<file path="config.mk">
export PLATFORM = sky130hd
export DESIGN_NAME = mpu_host_reader_flat
export DESIGN_NICKNAME = d
export VERILOG_FILES = /design/src/rtl/mpu_pkg.sv /design/src/rtl/mpu_host_reader_if.sv /design/src/rtl/mpu_host_timeout.sv /design/src/rtl/mpu_host_reader.sv /design/src/flat_wrapper.sv
export SDC_FILE = /design/constraint.sdc
export NUM_CORES = 1
export LEC_CHECK = 0
export BUFFER_PORTS_ARGS = -buffer_cell sky130_fd_sc_hd__buf_2
export CAP_MARGIN = 30
export CORE_UTILIZATION = 35
export CTS_CLUSTER_SIZE = 40
export DETAILED_ROUTE_END_ITERATION = 7
export GPL_TIMING_DRIVEN = 0
export SLEW_MARGIN = 40
export SYNTH_ARGS = -nofsm -noshare
export SYNTH_HDL_FRONTEND = slang
export SYNTH_SLANG_ARGS = --single-unit
export TNS_END_PERCENT = 50
</file>
<file path="constraint.sdc">
create_clock -name sys_clk -period 4.45 [get_ports sys_clk]
set_clock_uncertainty 0.2 [all_clocks]
set_input_delay 0.89 -clock sys_clk [delete_from_list [all_inputs] [get_ports sys_clk]]
set_output_delay 0.89 -clock sys_clk [all_outputs]
set_load 0.05 [all_outputs]
</file>
<file path="src/rtl/mpu_pkg.sv">
// Shared definitions for the MPU host-memory read path: FSM encoding,
// beat geometry and the default error word.
package mpu_pkg;

  typedef enum logic [1:0] {
    IDLE   = 2'd0,
    REQ_LO = 2'd1,
    REQ_HI = 2'd2,
    DONE   = 2'd3
  } hm_state_e;

  // A 64-bit host word travels as two 32-bit beats, low address first.
  localparam logic [63:0] HM_BEAT_BYTES = 64'd4;

  localparam logic [63:0] HM_ERR_DATA_DEFAULT = 64'hFFFF_FFFF_FFFF_FFFF;

  function automatic logic hm_is_aligned(input logic [2:0] addr_lsb);
    return addr_lsb == 3'b000;
  endfunction

endpackage

</file>
<file path="src/rtl/mpu_host_reader_if.sv">
// MPU-side request/response signals and host-bus read signals of the reader.
// The master modport is the reader itself; slave is the MPU + host bus side.
interface mpu_host_reader_if;

  logic [63:0] hm_addr;
  logic        hm_start;
  logic [63:0] hm_data;
  logic        hm_en;
  logic        hm_err;
  logic        busy;

  logic [63:0] bus_addr;
  logic        bus_req;
  logic        bus_ack;
  logic [31:0] bus_rdata;

  modport master (
    input  hm_addr, hm_start, bus_ack, bus_rdata,
    output hm_data, hm_en, hm_err, busy, bus_addr, bus_req
  );

  modport slave (
    output hm_addr, hm_start, bus_ack, bus_rdata,
    input  hm_data, hm_en, hm_err, busy, bus_addr, bus_req
  );

endinterface

</file>
<file path="src/rtl/mpu_host_timeout.sv">
// Per-beat wait counter: cleared by the owner, counts stalled cycles and
// flags the cycle in which the TIMEOUT-th consecutive stall is reached.
module mpu_host_timeout #(
  parameter int unsigned TIMEOUT = 1024
) (
  input  logic clk,
  input  logic rst_n,
  input  logic clr,
  input  logic inc,
  output logic expire
);

  localparam int unsigned   CW   = $clog2(TIMEOUT);
  localparam logic [CW-1:0] LAST = CW'(TIMEOUT - 1);

  logic [CW-1:0] cnt_q;

  assign expire = (cnt_q == LAST);

  // NOTE: sequential state uses non-blocking assignments so every register
  // samples the pre-edge values, independent of block ordering.
  always_ff @(posedge clk or negedge rst_n) begin
    if (!rst_n) begin
      cnt_q <= '0;
    end else if (clr) begin
      cnt_q <= '0;
    end else if (inc && !expire) begin
      cnt_q <= cnt_q + CW'(1);
    end
  end

endmodule

</file>
<file path="src/rtl/mpu_host_reader.sv">
// Host-memory read engine: fetches one aligned 64-bit word as two 32-bit
// req/ack beats and returns it to the MPU with a one-cycle hm_en strobe.
module mpu_host_reader
  import mpu_pkg::*;
#(
  parameter int unsigned TIMEOUT  = 1024,
  parameter logic [63:0] ERR_DATA = HM_ERR_DATA_DEFAULT
) (
  input  logic              sys_clk,
  input  logic              sys_rst,
  mpu_host_reader_if.master io
);

  hm_state_e   state_q, state_d;
  logic [63:0] addr_q, addr_d;
  logic [31:0] lo_q, lo_d;
  logic        err_q, err_d;
  logic [63:0] bus_addr_q, bus_addr_d;
  logic        bus_req_q, bus_req_d;
  logic [63:0] hm_data_q, hm_data_d;

  logic in_req;
  logic tmo_expire;

  assign in_req = (state_q == REQ_LO) || (state_q == REQ_HI);

  // The counter restarts on every accepted beat and whenever no beat is
  // outstanding, so entry into either REQ state always sees a zero count.
  mpu_host_timeout #(
    .TIMEOUT (TIMEOUT)
  ) u_timeout (
    .clk    (sys_clk),
    .rst_n  (sys_rst),
    .clr    (!in_req || io.bus_ack),
    .inc    (in_req && !io.bus_ack),
    .expire (tmo_expire)
  );

  always_ff @(posedge sys_clk or negedge sys_rst) begin
    if (!sys_rst) begin
      state_q    <= IDLE;
      addr_q     <= '0;
      lo_q       <= '0;
      err_q      <= 1'b0;
      bus_addr_q <= '0;
      bus_req_q  <= 1'b0;
      hm_data_q  <= '0;
    end else begin
      state_q    <= state_d;
      addr_q     <= addr_d;
      lo_q       <= lo_d;
      err_q      <= err_d;
      bus_addr_q <= bus_addr_d;
      bus_req_q  <= bus_req_d;
      hm_data_q  <= hm_data_d;
    end
  end

  // NOTE: every signal assigned below gets its hold value first, so no path
  // through the case leaves one unassigned and no latch is inferred.
  always_comb begin
    state_d    = state_q;
    addr_d     = addr_q;
    lo_d       = lo_q;
    err_d      = err_q;
    bus_addr_d = bus_addr_q;
    bus_req_d  = bus_req_q;
    hm_data_d  = hm_data_q;

    unique case (state_q)
      IDLE: begin
        if (io.hm_start) begin
          addr_d = io.hm_addr;
          if (!hm_is_aligned(io.hm_addr[2:0])) begin
            err_d     = 1'b1;
            hm_data_d = ERR_DATA;
            state_d   = DONE;
          end else begin
            err_d      = 1'b0;
            bus_addr_d = io.hm_addr;
            bus_req_d  = 1'b1;
            state_d    = REQ_LO;
          end
        end
      end

      REQ_LO: begin
        if (io.bus_ack) begin
          lo_d       = io.bus_rdata;
          bus_addr_d = addr_q + HM_BEAT_BYTES;
          state_d    = REQ_HI;
        end else if (tmo_expire) begin
          bus_req_d = 1'b0;
          err_d     = 1'b1;
          hm_data_d = ERR_DATA;
          state_d   = DONE;
        end
      end

      REQ_HI: begin
        // An ack in the expiry cycle still wins over the timeout.
        if (io.bus_ack) begin
          bus_req_d = 1'b0;
          err_d     = 1'b0;
          hm_data_d = {io.bus_rdata, lo_q};
          state_d   = DONE;
        end else if (tmo_expire) begin
          bus_req_d = 1'b0;
          err_d     = 1'b1;
          hm_data_d = ERR_DATA;
          state_d   = DONE;
        end
      end

      DONE: begin
        state_d = IDLE;
      end

      default: begin
        state_d = IDLE;
      end
    endcase
  end

  assign io.hm_en    = (state_q == DONE);
  assign io.hm_err   = (state_q == DONE) && err_q;
  assign io.hm_data  = hm_data_q;
  assign io.busy     = (state_q != IDLE);
  assign io.bus_addr = bus_addr_q;
  assign io.bus_req  = bus_req_q;

endmodule

</file>
<file path="src/flat_wrapper.sv">
// flat-port wrapper written by rule: the top's interface ports become plain ports
module mpu_host_reader_flat import mpu_pkg::*;
#(
  parameter int unsigned TIMEOUT  = 1024,
  parameter logic [63:0] ERR_DATA = HM_ERR_DATA_DEFAULT
)
  (sys_clk, sys_rst, io_hm_addr, io_hm_start, io_bus_ack, io_bus_rdata, io_hm_data, io_hm_en, io_hm_err, io_busy, io_bus_addr, io_bus_req);
  mpu_host_reader_if io_i ();
  input  logic sys_clk;
  input  logic sys_rst;
  input wire logic [$bits(io_i.hm_addr)-1:0] io_hm_addr;
  input wire logic [$bits(io_i.hm_start)-1:0] io_hm_start;
  input wire logic [$bits(io_i.bus_ack)-1:0] io_bus_ack;
  input wire logic [$bits(io_i.bus_rdata)-1:0] io_bus_rdata;
  output wire logic [$bits(io_i.hm_data)-1:0] io_hm_data;
  output wire logic [$bits(io_i.hm_en)-1:0] io_hm_en;
  output wire logic [$bits(io_i.hm_err)-1:0] io_hm_err;
  output wire logic [$bits(io_i.busy)-1:0] io_busy;
  output wire logic [$bits(io_i.bus_addr)-1:0] io_bus_addr;
  output wire logic [$bits(io_i.bus_req)-1:0] io_bus_req;
  assign io_i.hm_addr = io_hm_addr;
  assign io_i.hm_start = io_hm_start;
  assign io_i.bus_ack = io_bus_ack;
  assign io_i.bus_rdata = io_bus_rdata;
  assign io_hm_data = io_i.hm_data;
  assign io_hm_en = io_i.hm_en;
  assign io_hm_err = io_i.hm_err;
  assign io_busy = io_i.busy;
  assign io_bus_addr = io_i.bus_addr;
  assign io_bus_req = io_i.bus_req;
  mpu_host_reader #(.TIMEOUT(TIMEOUT), .ERR_DATA(ERR_DATA)) u_core (.sys_clk(sys_clk), .sys_rst(sys_rst), .io(io_i));
endmodule
</file>
After elaboration in Yosys (flattened, before gate mapping)
Cells that the tools add are included.
{ "totals": {"regBits": 238, "output_inout_bits": 132, "mem_bits_ro": 0, "wordCells": 69, "ramBits": 0, "memories": 0, "latch_bits": 0, "input_bits": 100} }
{ "classes": {"magnitude_cmp": 0, "addsub": 2, "muxes": 30, "reduce_logical": 20, "shift": 0, "eq_ne": 9, "div": 0, "bitwise": 0, "multipliers": 0} }
{ "op_table": {"columns": ["cell", "n"], "rows": [
  ["two-way mux 64 bit", 8],
  ["one-hot mux 64 bit (3 select lines)", 1],
  ["one-hot mux 64 bit (2 select lines)", 1],
  ["adder 64 x 3 -> 64 bit, second input constant", 1],
  ["two-way mux 10 bit", 2],
  ["AND reduction 4 bit", 3],
  ["adder 10 x 1 -> 10 bit, second input constant", 1],
  ["== test 10 bit, second input constant", 1],
  ["two-way mux 1 bit", 10],
  ["two-way mux 2 bit", 5],
  ["inequality test 2 bit, second input constant", 4],
  ["one-hot mux 2 bit (4 select lines)", 1],
  ["one-hot mux 1 bit (3 select lines)", 2],
  ["nonzero test 2 bit", 3],
  ["== test 2 bit, second input constant", 2],
  ["AND reduction 2 bit", 2],
  ["logical AND 1 bit", 3],
  ["logical NOT 1 bit", 3],
  ["logical NOT 3 bit", 1],
  ["AND reduction 3 bit", 1],
  ["nonzero test 3 bit", 1],
  ["== test 2 x 1 -> 1 bit, second input constant", 1],
  ["logical NOT 2 bit", 1],
  ["logical OR 1 bit", 2],
  ["inequality test 2 x 1 -> 1 bit, second input constant", 1]
]} }

Longest topological paths before layout
Gate-level depths: netlist of the first run.
{ "depth": {"word_depth": 6, "depth_mapped": 12} }

Modules after synthesis
From an unflattened synthesis of the first run, not the netlist that was laid out.
{ "hier_totals": {"hier_cells": 1106, "area_unflattened_um2": 11290.8} }
{ "by_module_without_submodules": {"columns": ["mod", "seq_area_each_um2", "cells_per_inst", "instances", "area_each_um2"], "rows": [
  ["mpu_host_reader", 5705.5, 1050, 1, 10725.3],
  ["mpu_host_timeout", 250.2, 56, 1, 565.5]
]} }

Worst setup path before layout of the first run
OpenSTA, ideal clock, no wires.
{ "synth_timing": {"path_type": "reg2reg", "from": "register u_core.addr_q[6]", "to": "register u_core.bus_addr_q[52], in the netlist u_core.io.bus_addr[52]", "setup_ns": 0.074, "path_stages_with_launch": 9, "setup_slack_ns": 1.554, "t_arrival_ns": 2.622, "cell_sequence": "dfrtp_1 -> nand4_4 -> or4_4 -> buf_6 -> or4_4 -> buf_6 -> or4_1 -> a31o_1 -> o21ai_2"} }
{ "synth_via": {"elab_chain_cells": 3} }
{ "synth_rtl": {"columns": ["item", "line", "rtl"], "rows": [
  ["start, declared", "mpu_host_reader.sv:15", "logic [63:0] addr_q, addr_d;"],
  ["start signal, assigned", "mpu_host_reader.sv:50", "addr_q <= addr_d;"],
  ["adder 64 x 3 -> 64 bit", "mpu_host_reader.sv:90", "bus_addr_d = addr_q + HM_BEAT_BYTES;"],
  ["two-way mux 64 bit", "mpu_host_reader.sv:88", "if (io.bus_ack) begin"],
  ["one-hot mux 64 bit (2 select lines)", "mpu_host_reader.sv:70", "unique case (state_q)"],
  ["end signal, assigned", "mpu_host_reader.sv:53", "bus_addr_q <= bus_addr_d;"],
  ["end, declared", "mpu_host_reader.sv:18", "logic [63:0] bus_addr_q, bus_addr_d;"]
]} }
No other way between the ends. The select of a mux whose other input is x is not followed.
A chain may end at the register's enable or synchronous reset.

Final worst setup path of the first run
{ "layout_timing": {"from": "register u_core.state_q[1]", "to": "register u_core.bus_addr_q[55], in the netlist u_core.io.bus_addr[55]"} }
{ "layout_via": {"elab_chain_cells": 3, "word_cells_on_any_way": 8, "classes_between": "4 x eq/ne; 1 x mux; 3 x reduce/logical"} }
{ "layout_rtl": {"columns": ["item", "line", "rtl"], "rows": [
  ["start, declared", "mpu_host_reader.sv:14", "hm_state_e state_q, state_d;"],
  ["start signal, assigned", "mpu_host_reader.sv:49", "state_q <= state_d;"],
  ["== test 2 x 1 -> 1 bit / logical NOT 2 bit (equally long branches)", "mpu_host_reader.sv:70", null],
  ["inequality test 2 bit (no line) (tied with other cells)", null, null],
  ["AND reduction 4 bit (no line)", null, null]
]} }
Parallel ways exist; a longest one is shown, timed or not.

==> results of run 1 <==
==> worst register-to-register path: stages, from the launching register on <==
cell and delay, ns:
dfrtp_1 0.42, inv_1 0.10, ha_1 0.14, clkbuf_1 0.30
and2_1 0.18, clkbuf_1 0.32, a21oi_1 0.12, a21oi_1 0.22
clkbuf_1 0.43, clkbuf_1 0.50, clkbuf_1 0.49, o21ai_0 0.30
a32oi_1 0.22
==> stage by stage <==
stage / TNS (ns) / instances
after floorplan: 0 / 959
after global placement: -495.24 / 1586
after detailed placement: 0 / 1591
after CTS: 0 / 1637
after global routing: 0 / 1637
final: 0 / 1637
==> placed cells by master (no fill, tap or decap), types with 29 or more instances in the layout <==
cell      synthesis  routed
a21oi_1          57      57
o21ai_0          55      55
a221o_1          64      64
nand2_1          65      65
mux2_2           96      96
clkbuf_1         54      61
xor2_1           29      29
nor2_1           54      54
xnor2_1          32      32
buf_2             0     232
dfrtp_1         238     238
==> flip-flops by register name, summed over array words and instances, names as in the netlist <==
| register | count |
|---|---|
| u_core.u_timeout.cnt_q | 10 |
| u_core.io.bus_req | 1 |
| u_core.io.hm_data | 64 |
| u_core.lo_q | 32 |
| u_core.io.bus_addr | 64 |
| u_core.err_q | 1 |
| u_core.state_q | 2 |
| u_core.addr_q | 64 |
==> worst paths after layout <==
check                                       from                endpoint  slack [ns]  cells past startpoint
setup / recovery               u_core.state_q[1]  u_core.io.bus_addr[55]        0.43                     12
hold / removal                           sys_rst   u_core.io.bus_addr[8]        0.07                      1
setup reg to reg               u_core.state_q[1]  u_core.io.bus_addr[55]        0.43                     12
hold reg to reg            u_core.io.bus_addr[8]   u_core.io.bus_addr[8]        0.27                      2
max in group asynchronous                sys_rst   u_core.io.hm_data[53]        2.99                      3
min in group sys_clk       u_core.io.bus_addr[8]   u_core.io.bus_addr[8]        0.27                      2
==> report_power, final <==
| part | switching, mW | total, mW | internal (mW) |
|---|---|---|---|
| combinational | 4.44 | 6.55 | 2.11 |
| sequential | 0.816 | 4.11 | 3.29 |
| clock | 0.904 | 2.17 | 1.27 |
| total | 6.16 | 12.8 | 6.66 |
==> layer usage <==
layer | up-vias | GRT usage
li1 | 4068 | -
met1 | 4451 | 0.273
met2 | 332 | 0.328
met3 | 45 | 0.0469
met4 | 2 | 0.0566
met5 | - | 0
==> kinds of logic after synthesis <==
family,after synthesis
and+or+nand+nor,256
DFF,238
adders and majority gates,6
AOI/OAI and AO/OA,223
buffers and inverters,75
xor gates and xnor gates,61
muxes,100
==> final cells by class <==
type                       count  share of cell area
buffer                        62              0.0184
timing repair buffer         236              0.0937
clock inverter                 6             0.00466
multi-input combinational    646               0.341
clock buffer                  40              0.0584
sequential                   238               0.443
inverter                      13             0.00363
tap                          396              0.0369
==> impl_metrics.csv, run 1 <==
group,metric,value,unit
timing,setup_viol,0,
floorplanning,core_region_area,30500,um^2
detailed_routing,vias,8898,
grt,antenna_found_initial,2,
critical_path,cp_cell_sequence,"inv_1, ha_1, clkbuf_1, and2_1, clkbuf_1, a21oi_1, a21oi_1, clkbuf_1, clkbuf_1, clkbuf_1, o21ai_0, a32oi_1",
detailed_routing,wl_per_cell,19.7,um
clock_tree,postCtsSetupRepairBufs,0,
timing,worstMarginPinSlew,0.724,ns
job,max_cap_viol_count,0,
layout,areaGrowthSynthToFinish,24.2,%
detailed_routing,drt-pass1-iter-count,5,
power_and_ir_drop,power.leakage,5.85,nW
outcome,status,"completed",
logic_synthesis,synth_area_leaders,"dfrtp_1 (55%), mux2_2 (10%), a221o_1 (5.9%), a21oi_1 (2.6%), xnor2_1 (2.6%)",
logic_synthesis,synth.most_common_cell,"dfrtp_1",
floorplanning,ios,232,
logic_synthesis,synth_largest_area_cell,"dfrtp_1",
detailed_routing,wl_met3,2440,um
critical_path,end_kind,"flip-flop",
critical_path,crit_type,"reg -> reg",
detailed_routing,drtIter0Drc,534,
logic_synthesis,synth-edff-count,0,
logic_synthesis,synth-simple-area-share,0.120,
timing,max_freq,249,MHz
grt,grt_max_degree,76,
clock_tree,ctsHoldBuffers,0,
floorplanning,die_area,31600,um^2
logic_synthesis,netlist_instances,959,
logic_synthesis,synthAdderAreaFrac,0.00694,
clock_tree,cts_tree,"yes",
logic_synthesis,yosysSeqAreaShare,0.550,
critical_path,slowest_delay,0.49,ns
layout,postLayoutCoreUtil,0.440,
layout,antennaDiodeCount,0,
logic_synthesis,syn_area,10800,um^2
critical_path,path_delay_family,"buffers and inverters",
grt,first_global_vias,8792,
floorplanning,die_h,178,um
critical_path,cp.arrival,4.26,ns
logic_synthesis,async_reset_ff_frac,1.00,
logic_synthesis,ys_types,50,
floorplanning,initial_utilization,0.355,
floorplanning,die_w,178,um
critical_path,slowest_stage,"clkbuf_1",
logic_synthesis,syn-num-nets,1065,
detailed_routing,avgViaCountPerCell,5.44,
layout,drive_gt1_frac,0.309,
clock_tree,cts_buffer_depth,3,
timing,fin_ws,0.431,ns
detailed_routing,routed_wl,32200,um
timing,rsz0062_at_grt,"false",
detailed_routing,top_layer_used,"met5",
power_and_ir_drop,p_total,12.8,mW
timing,maxSlewViolCount,0,
layout,regArea,5960,um^2
logic_synthesis,syn_area_per_cell,11.3,um^2
placement,hpwl,23300,um
layout,nets,1330,
critical_path,cp.required,4.69,ns
layout,fin_area,13400,um^2
detailed_routing,wl_met1,14200,um
timing,holdWs,0.0652,ns
logic_synthesis,ys_ff_latch,238,
critical_path,cp_common_cell,"clkbuf_1",
clock_tree,path_clk_slew,0.06,ns
logic_synthesis,synth_common_cells,"dfrtp_1 (238), mux2_2 (96), nand2_1 (65)",
detailed_routing,antenna_left,0,
logic_synthesis,synthXorXnorAreaFrac,0.0494,
placement,port_buffers,231,
placement,dpl_cell_area,12600,um^2
critical_path,start_kind,"flip-flop",
logic_synthesis,synth_top_family_by_area,"compound AO/OA/AOI/OAI gates",
grt,grt_usage,0.204,
timing,slew_headroom,0.513,
timing,post-route-period-util,0.903,
clock_tree,clockRootBuffer,"clkbuf_16",
power_and_ir_drop,p_per_area,954,nW/um^2
logic_synthesis,yosysWarnings,0,
placement,dp_slack,0.413,ns
critical_path,path_buf_inv,6,
clock_tree,cts_buffers,27,
logic_synthesis,synth_top_area_frac,0.550,
critical_path,crit_fanout,10,
hold_path,hold_path.class,"in -> async",
placement,gp_congestion,0.870,
logic_synthesis,synth_compound_area_frac,0.142,
grt,grt_pass1_wl,50000,um
logic_synthesis,synth-main-ff-cell,"dfrtp_1",
clock_tree,htree_levels,1,
timing,layout_min_cycle_time,4.02,ns
timing,hold_viol_final,0,
clock_tree,clk_latency,0.54,ns
detailed_routing,drc,0,
grt,grt-ovfl-total,0,
power_and_ir_drop,vdd_drop_max,659,uV
logic_synthesis,synth.mux.area_fraction,0.104,
layout,n_fill_cell,2918,
clock_tree,cts_resized,0,
floorplanning,num_rows,64,
detailed_routing,dr_wl_met2,14900,um
layout,multiInputGateArea,4590,um^2
clock_tree,cts_sinks,238,
No activity file was read; power rests on OpenSTA's default activity.
==> inputs of run 2 (changes only) <==
--- a/config.mk
+++ b/config.mk
@@ -11,6 +11,7 @@
 export CTS_CLUSTER_SIZE = 40
 export DETAILED_ROUTE_END_ITERATION = 7
 export GPL_TIMING_DRIVEN = 0
+export PLACE_DENSITY_LB_ADDON = 0.1
 export SLEW_MARGIN = 40
 export SYNTH_ARGS = -nofsm -noshare
 export SYNTH_HDL_FRONTEND = slang
==> constraint.sdc (replaced) <==
create_clock -name sys_clk -period 4.68 [get_ports sys_clk]
set_clock_uncertainty 0.2 [all_clocks]
set_input_delay 0.936 -clock sys_clk [delete_from_list [all_inputs] [get_ports sys_clk]]
set_output_delay 0.936 -clock sys_clk [all_outputs]
set_load 0.05 [all_outputs]
==> impl_metrics.csv, run 2 (synthesis gave the netlist of run 1 again) <==
group,metric,value,unit
layout,final_common_cell,"dfrtp_1",
placement,port_buffers,231,
critical_path,crit_end,"u_core.io.bus_addr[55]",
detailed_routing,drt-pass1-iter-count,5,
critical_path,start_kind,"flip-flop",
timing,worstMarginPinSlew,0.773,ns
hold_path,hold_path.class,"in -> async",
layout,n_fill_cell,2922,
floorplanning,die_area,31600,um^2
grt,grt_pass1_wl,51300,um
timing,maxSlewViolCount,0,
power_and_ir_drop,vdd_drop_max,474,uV
clock_tree,cts_buffer_depth,3,
floorplanning,num_rows,64,
critical_path,cp_common_cell,"clkbuf_1",
clock_tree,ctsHoldBuffers,0,
timing,setup_viol,0,
detailed_routing,vias,8593,
clock_tree,cts_resized,0,
floorplanning,initial_utilization,0.355,
detailed_routing,avgViaCountPerCell,5.23,
critical_path,r2r_start,"u_core.state_q[1]",
power_and_ir_drop,power.leakage,5.91,nW
timing,max_freq,247,MHz
outcome,status,"completed",
critical_path,crit_fanout,10,
clock_tree,clk_latency,0.56,ns
timing,hold_viol_final,0,
detailed_routing,drtIter0Drc,483,
critical_path,slowest_stage,"clkbuf_1",
timing,rsz0062_at_grt,"false",
clock_tree,cts_buffers,29,
critical_path,rrSetupSlack,0.63,ns
timing,layout_min_cycle_time,4.05,ns
floorplanning,core_region_area,30500,um^2
clock_tree,clockRootBuffer,"clkbuf_16",
clock_tree,cts_sinks,238,
timing,slew_headroom,0.480,
floorplanning,die_h,178,um
critical_path,startpoint,"u_core.state_q[1]",
detailed_routing,drc,0,
layout,drive_gt1_frac,0.313,
critical_path,cp.required,4.95,ns
floorplanning,ios,232,
timing,post-route-period-util,0.866,
grt,first_global_vias,8731,
critical_path,cp.arrival,4.32,ns
critical_path,r2r_cells,12,
detailed_routing,antenna_left,0,
placement,gp_congestion,0.822,
critical_path,crit_type,"reg -> reg",
layout,nets,1332,
placement,hpwl,23600,um
grt,grt-ovfl-total,0,
grt,grt_usage,0.211,
timing,holdWs,0.121,ns
power_and_ir_drop,p_total,12.4,mW
clock_tree,htree_levels,1,
grt,grt_max_degree,69,
clock_tree,cts_tree,"yes",
detailed_routing,wl_per_cell,19.9,um
critical_path,timing.rr.end,"u_core.io.bus_addr[55]",
power_and_ir_drop,p_per_area,912,nW/um^2
critical_path,end_kind,"flip-flop",
critical_path,slowest_delay,0.50,ns
detailed_routing,routed_wl,32700,um
job,max_cap_viol_count,0,
clock_tree,postCtsSetupRepairBufs,0,
grt,antenna_found_initial,3,
layout,layout_common_cells,"dfrtp_1 (238), buf_2 (232), mux2_2 (96)",
clock_tree,path_clk_slew,0.06,ns
layout,areaGrowthSynthToFinish,25.2,%
floorplanning,die_w,178,um
critical_path,cp_cell_sequence,"inv_1, ha_1, clkbuf_1, and2_1, clkbuf_1, a21oi_1, a21oi_1, clkbuf_1, clkbuf_1, clkbuf_1, o21ai_0, a32oi_1",
[run 2: cell count changes in the layout (fill, tap and decap cells not counted)]
cell	previous run	this run
clkinv_2	3	7
inv_6	2	0
bufinv_16	1	2
inv_16	0	1
clkbuf_1	61	59
clkbuf_16	27	29
diode_2	0	1
clkbuf_8	6	7
[run 2: per-layer routing]
layer  part of all wire  vias to the layer above  track usage
li1                   -                     4084            -
met1               0.46                     4223        0.290
met2               0.45                      237        0.332
met3              0.063                       45       0.0503
met4              0.025                        4       0.0548
met5            0.00061                        -            0
[run 2: metrics by stage]
stage	setup TNS (ns)	instance area (um^2)	utilization	setup slack [ns]	cells
after floorplan	0	10800	-	1.78	959
after detailed placement	0	12600	0.413	0.431	1591
final	0	13600	0.444	0.627	1643
after CTS	0	13500	0.444	0.519	1642
after global placement	-498.84	12500	0.409	-2.12	1586
after global routing	0	13500	0.444	0.354	1642
[run 2: how the worst min path moves through the flow]
stage	start	to	slack, ns	depth (start not counted)
after detailed placement	u_core.io.bus_addr[15]	u_core.io.bus_addr[15]	0.26	1
after global routing	sys_rst	u_core.io.bus_addr[8]	0.15	1
after CTS	sys_rst	u_core.io.bus_addr[8]	0.14	1
after global placement	u_core.io.bus_addr[15]	u_core.io.bus_addr[15]	0.26	1
after floorplan	u_core.err_q	u_core.err_q	0.25	1
final	sys_rst	u_core.addr_q[8]	0.12	1
[run 2: area by class of cell]
type	instances	area, um^2	area share
Antenna cell	1	2.50	0.000185
Multi-Input combinational cell	646	4590	0.338
Timing Repair Buffer	236	1260	0.0929
Clock inverter	10	115	0.00849
Buffer	62	248	0.0183
Sequential cell	238	5960	0.440
Tap cell	396	495	0.0366
Clock buffer	41	841	0.0620
Inverter	13	48.8	0.00360
[run 2: worst max-delay path, delay by kind of cell (launching register included)]
family	cells	cell delay, ns
AOI/OAI and AO/OA	4	0.84
adders and majority gates	1	0.14
and+or+nand+nor	1	0.18
DFF	1	0.42
buffers and inverters	6	2.18
[run 2: report_power, final]
part           total [mW]  internal (mW)  switching [mW]
Combinational        6.21           2.00            4.22
Sequential           3.89           3.13           0.760
Clock                2.25           1.36           0.898
Total                12.4           6.48            5.87
==> inputs of run 3 (changes only) <==
--- a/config.mk
+++ b/config.mk
@@ -8,10 +8,12 @@
 export BUFFER_PORTS_ARGS = -buffer_cell sky130_fd_sc_hd__buf_2
 export CAP_MARGIN = 30
 export CORE_UTILIZATION = 35
+export CTS_CLUSTER_DIAMETER = 100
 export CTS_CLUSTER_SIZE = 40
 export DETAILED_ROUTE_END_ITERATION = 7
 export GPL_TIMING_DRIVEN = 0
 export PLACE_DENSITY_LB_ADDON = 0.1
+export RECOVER_POWER = 100
 export SLEW_MARGIN = 40
 export SYNTH_ARGS = -nofsm -noshare
 export SYNTH_HDL_FRONTEND = slang
==> impl_metrics.csv, run 3 (synthesis gave the netlist of run 1 again) <==
group,metric,value,unit
clock_tree,htree_levels,1,
critical_path,crit_type,"reg -> reg",
critical_path,cp.required,4.91,ns
timing,rsz0062_at_grt,"false",
grt,grt_usage,0.207,
detailed_routing,drc,0,
floorplanning,core_region_area,30500,um^2
layout,multiInputGateArea,4580,um^2
grt,grt_pass1_wl,50600,um
job,max_cap_viol_count,1,
clock_tree,ctsHoldBuffers,0,
timing,fin_ws,0.671,ns
outcome,status,"finished with violations",
layout,layout_common_cells,"dfrtp_1 (238), clkbuf_1 (192), buf_2 (100)",
placement,dpl_cell_area,12600,um^2
clock_tree,clk_latency,0.50,ns
floorplanning,die_w,178,um
layout,areaGrowthSynthToFinish,18.0,%
layout,final_common_cell,"dfrtp_1",
power_and_ir_drop,power.leakage,5.23,nW
clock_tree,clockRootBuffer,"clkbuf_16",
detailed_routing,routed_wl,32200,um
layout,fin_area,12800,um^2
clock_tree,cts_sinks,238,
layout,postLayoutCoreUtil,0.419,
floorplanning,initial_utilization,0.355,
detailed_routing,drt-pass1-iter-count,4,
detailed_routing,antenna_left,0,
critical_path,start_kind,"flip-flop",
critical_path,crit_fanout,10,
detailed_routing,avgViaCountPerCell,5.28,
floorplanning,num_rows,64,
layout,drive_gt1_frac,0.186,
clock_tree,cts_tree,"yes",
clock_tree,postCtsSetupRepairBufs,0,
outcome,violations,"capacitance limit, slew limit",
placement,hpwl,23600,um
power_and_ir_drop,vdd_drop_max,402,uV
detailed_routing,drtIter0Drc,452,
grt,first_global_vias,8602,
placement,dp_slack,0.431,ns
detailed_routing,wl_per_cell,20.0,um
grt,antenna_found_initial,3,
critical_path,end_kind,"flip-flop",
timing,hold_viol_final,0,
detailed_routing,vias,8494,
floorplanning,die_h,178,um
clock_tree,cts_resized,0,
hold_path,hold_path.class,"reg -> reg",
clock_tree,cts_buffers,11,
timing,post-route-period-util,0.857,
layout,n_fill_cell,3033,
power_and_ir_drop,p_per_area,873,nW/um^2
critical_path,cp.arrival,4.24,ns
timing,max_freq,249,MHz
grt,grt_max_degree,69,
clock_tree,cts_buffer_depth,3,
timing,maxSlewViolCount,62,
timing,setup_viol,0,
timing,slew_headroom,-1.06,
floorplanning,ios,232,
clock_tree,path_clk_slew,0.14,ns
layout,regArea,5960,um^2
floorplanning,die_area,31600,um^2
timing,layout_min_cycle_time,4.01,ns
placement,port_buffers,231,
power_and_ir_drop,p_total,11.1,mW
timing,worstMarginPinSlew,3.09,ns
layout,nets,1314,
grt,grt-ovfl-total,0,
placement,gp_congestion,0.822,
==> run 3: power by group <==
group	leakage [nW]	total, mW	internal [mW]	switching, mW
Sequential	2.82	3.89	3.11	0.775
Clock	0.175	1.21	0.475	0.740
Combinational	2.23	6.04	1.83	4.21
Total	5.23	11.1	5.42	5.72
==> run 3: final timing paths <==
path / startpoint / end / slack, ns / cells past startpoint
max in group asynchronous: sys_rst / u_core.addr_q[27] / 1.08 / 1
min: u_core.io.bus_addr[11] / u_core.io.bus_addr[11] / 0.29 / 2
min in group asynchronous: sys_rst / u_core.io.bus_addr[5] / 1.46 / 1
max reg2reg: u_core.state_q[1] / u_core.io.bus_addr[55] / 0.67 / 12
min reg2reg: u_core.io.bus_addr[11] / u_core.io.bus_addr[11] / 0.29 / 2
max: u_core.state_q[1] / u_core.io.bus_addr[55] / 0.67 / 12
==> run 3: metrics by stage <==
step           std cells  hold WS [ns]  TNS, ns
6_report            1609         0.290        0
5_1_grt             1608         0.312        0
4_1_cts             1608         0.183        0
3_5_place_dp        1591         0.263        0
3_3_place_gp        1586         0.256  -498.84
2_1_floorplan        959         0.252        0
==> run 3: routing by layer <==
metal | up-vias | wire length (um) | track usage
li1 | 4030 | - | -
met1 | 4200 | 14900 | 0.286
met2 | 230 | 14600 | 0.330
met3 | 30 | 1980 | 0.0435
met4 | 4 | 730 | 0.0524
met5 | - | 19 | 0
==> run 3: critical path, cell delays in order (launching register included) <==
cell and delay, ns:
dfrtp_1 0.44, inv_1 0.09, ha_1 0.13, clkbuf_1 0.31, and2_1 0.18, clkbuf_1 0.31, a21oi_1 0.12, a21oi_1 0.22
clkbuf_1 0.47, clkbuf_1 0.48, clkbuf_1 0.50, o21ai_0 0.28, a32oi_1 0.22
==> run 3: final cells by class <==
| cell class | instances | area share |
|---|---|---|
| tap | 396 | 0.0388 |
| inverter | 13 | 0.00382 |
| clock inverter | 6 | 0.00608 |
| clock buffer | 11 | 0.0216 |
| buffer | 62 | 0.0194 |
| antenna | 1 | 0.000196 |
| multi-input combinational | 646 | 0.358 |
| timing repair buffer | 236 | 0.0853 |
| sequential | 238 | 0.466 |
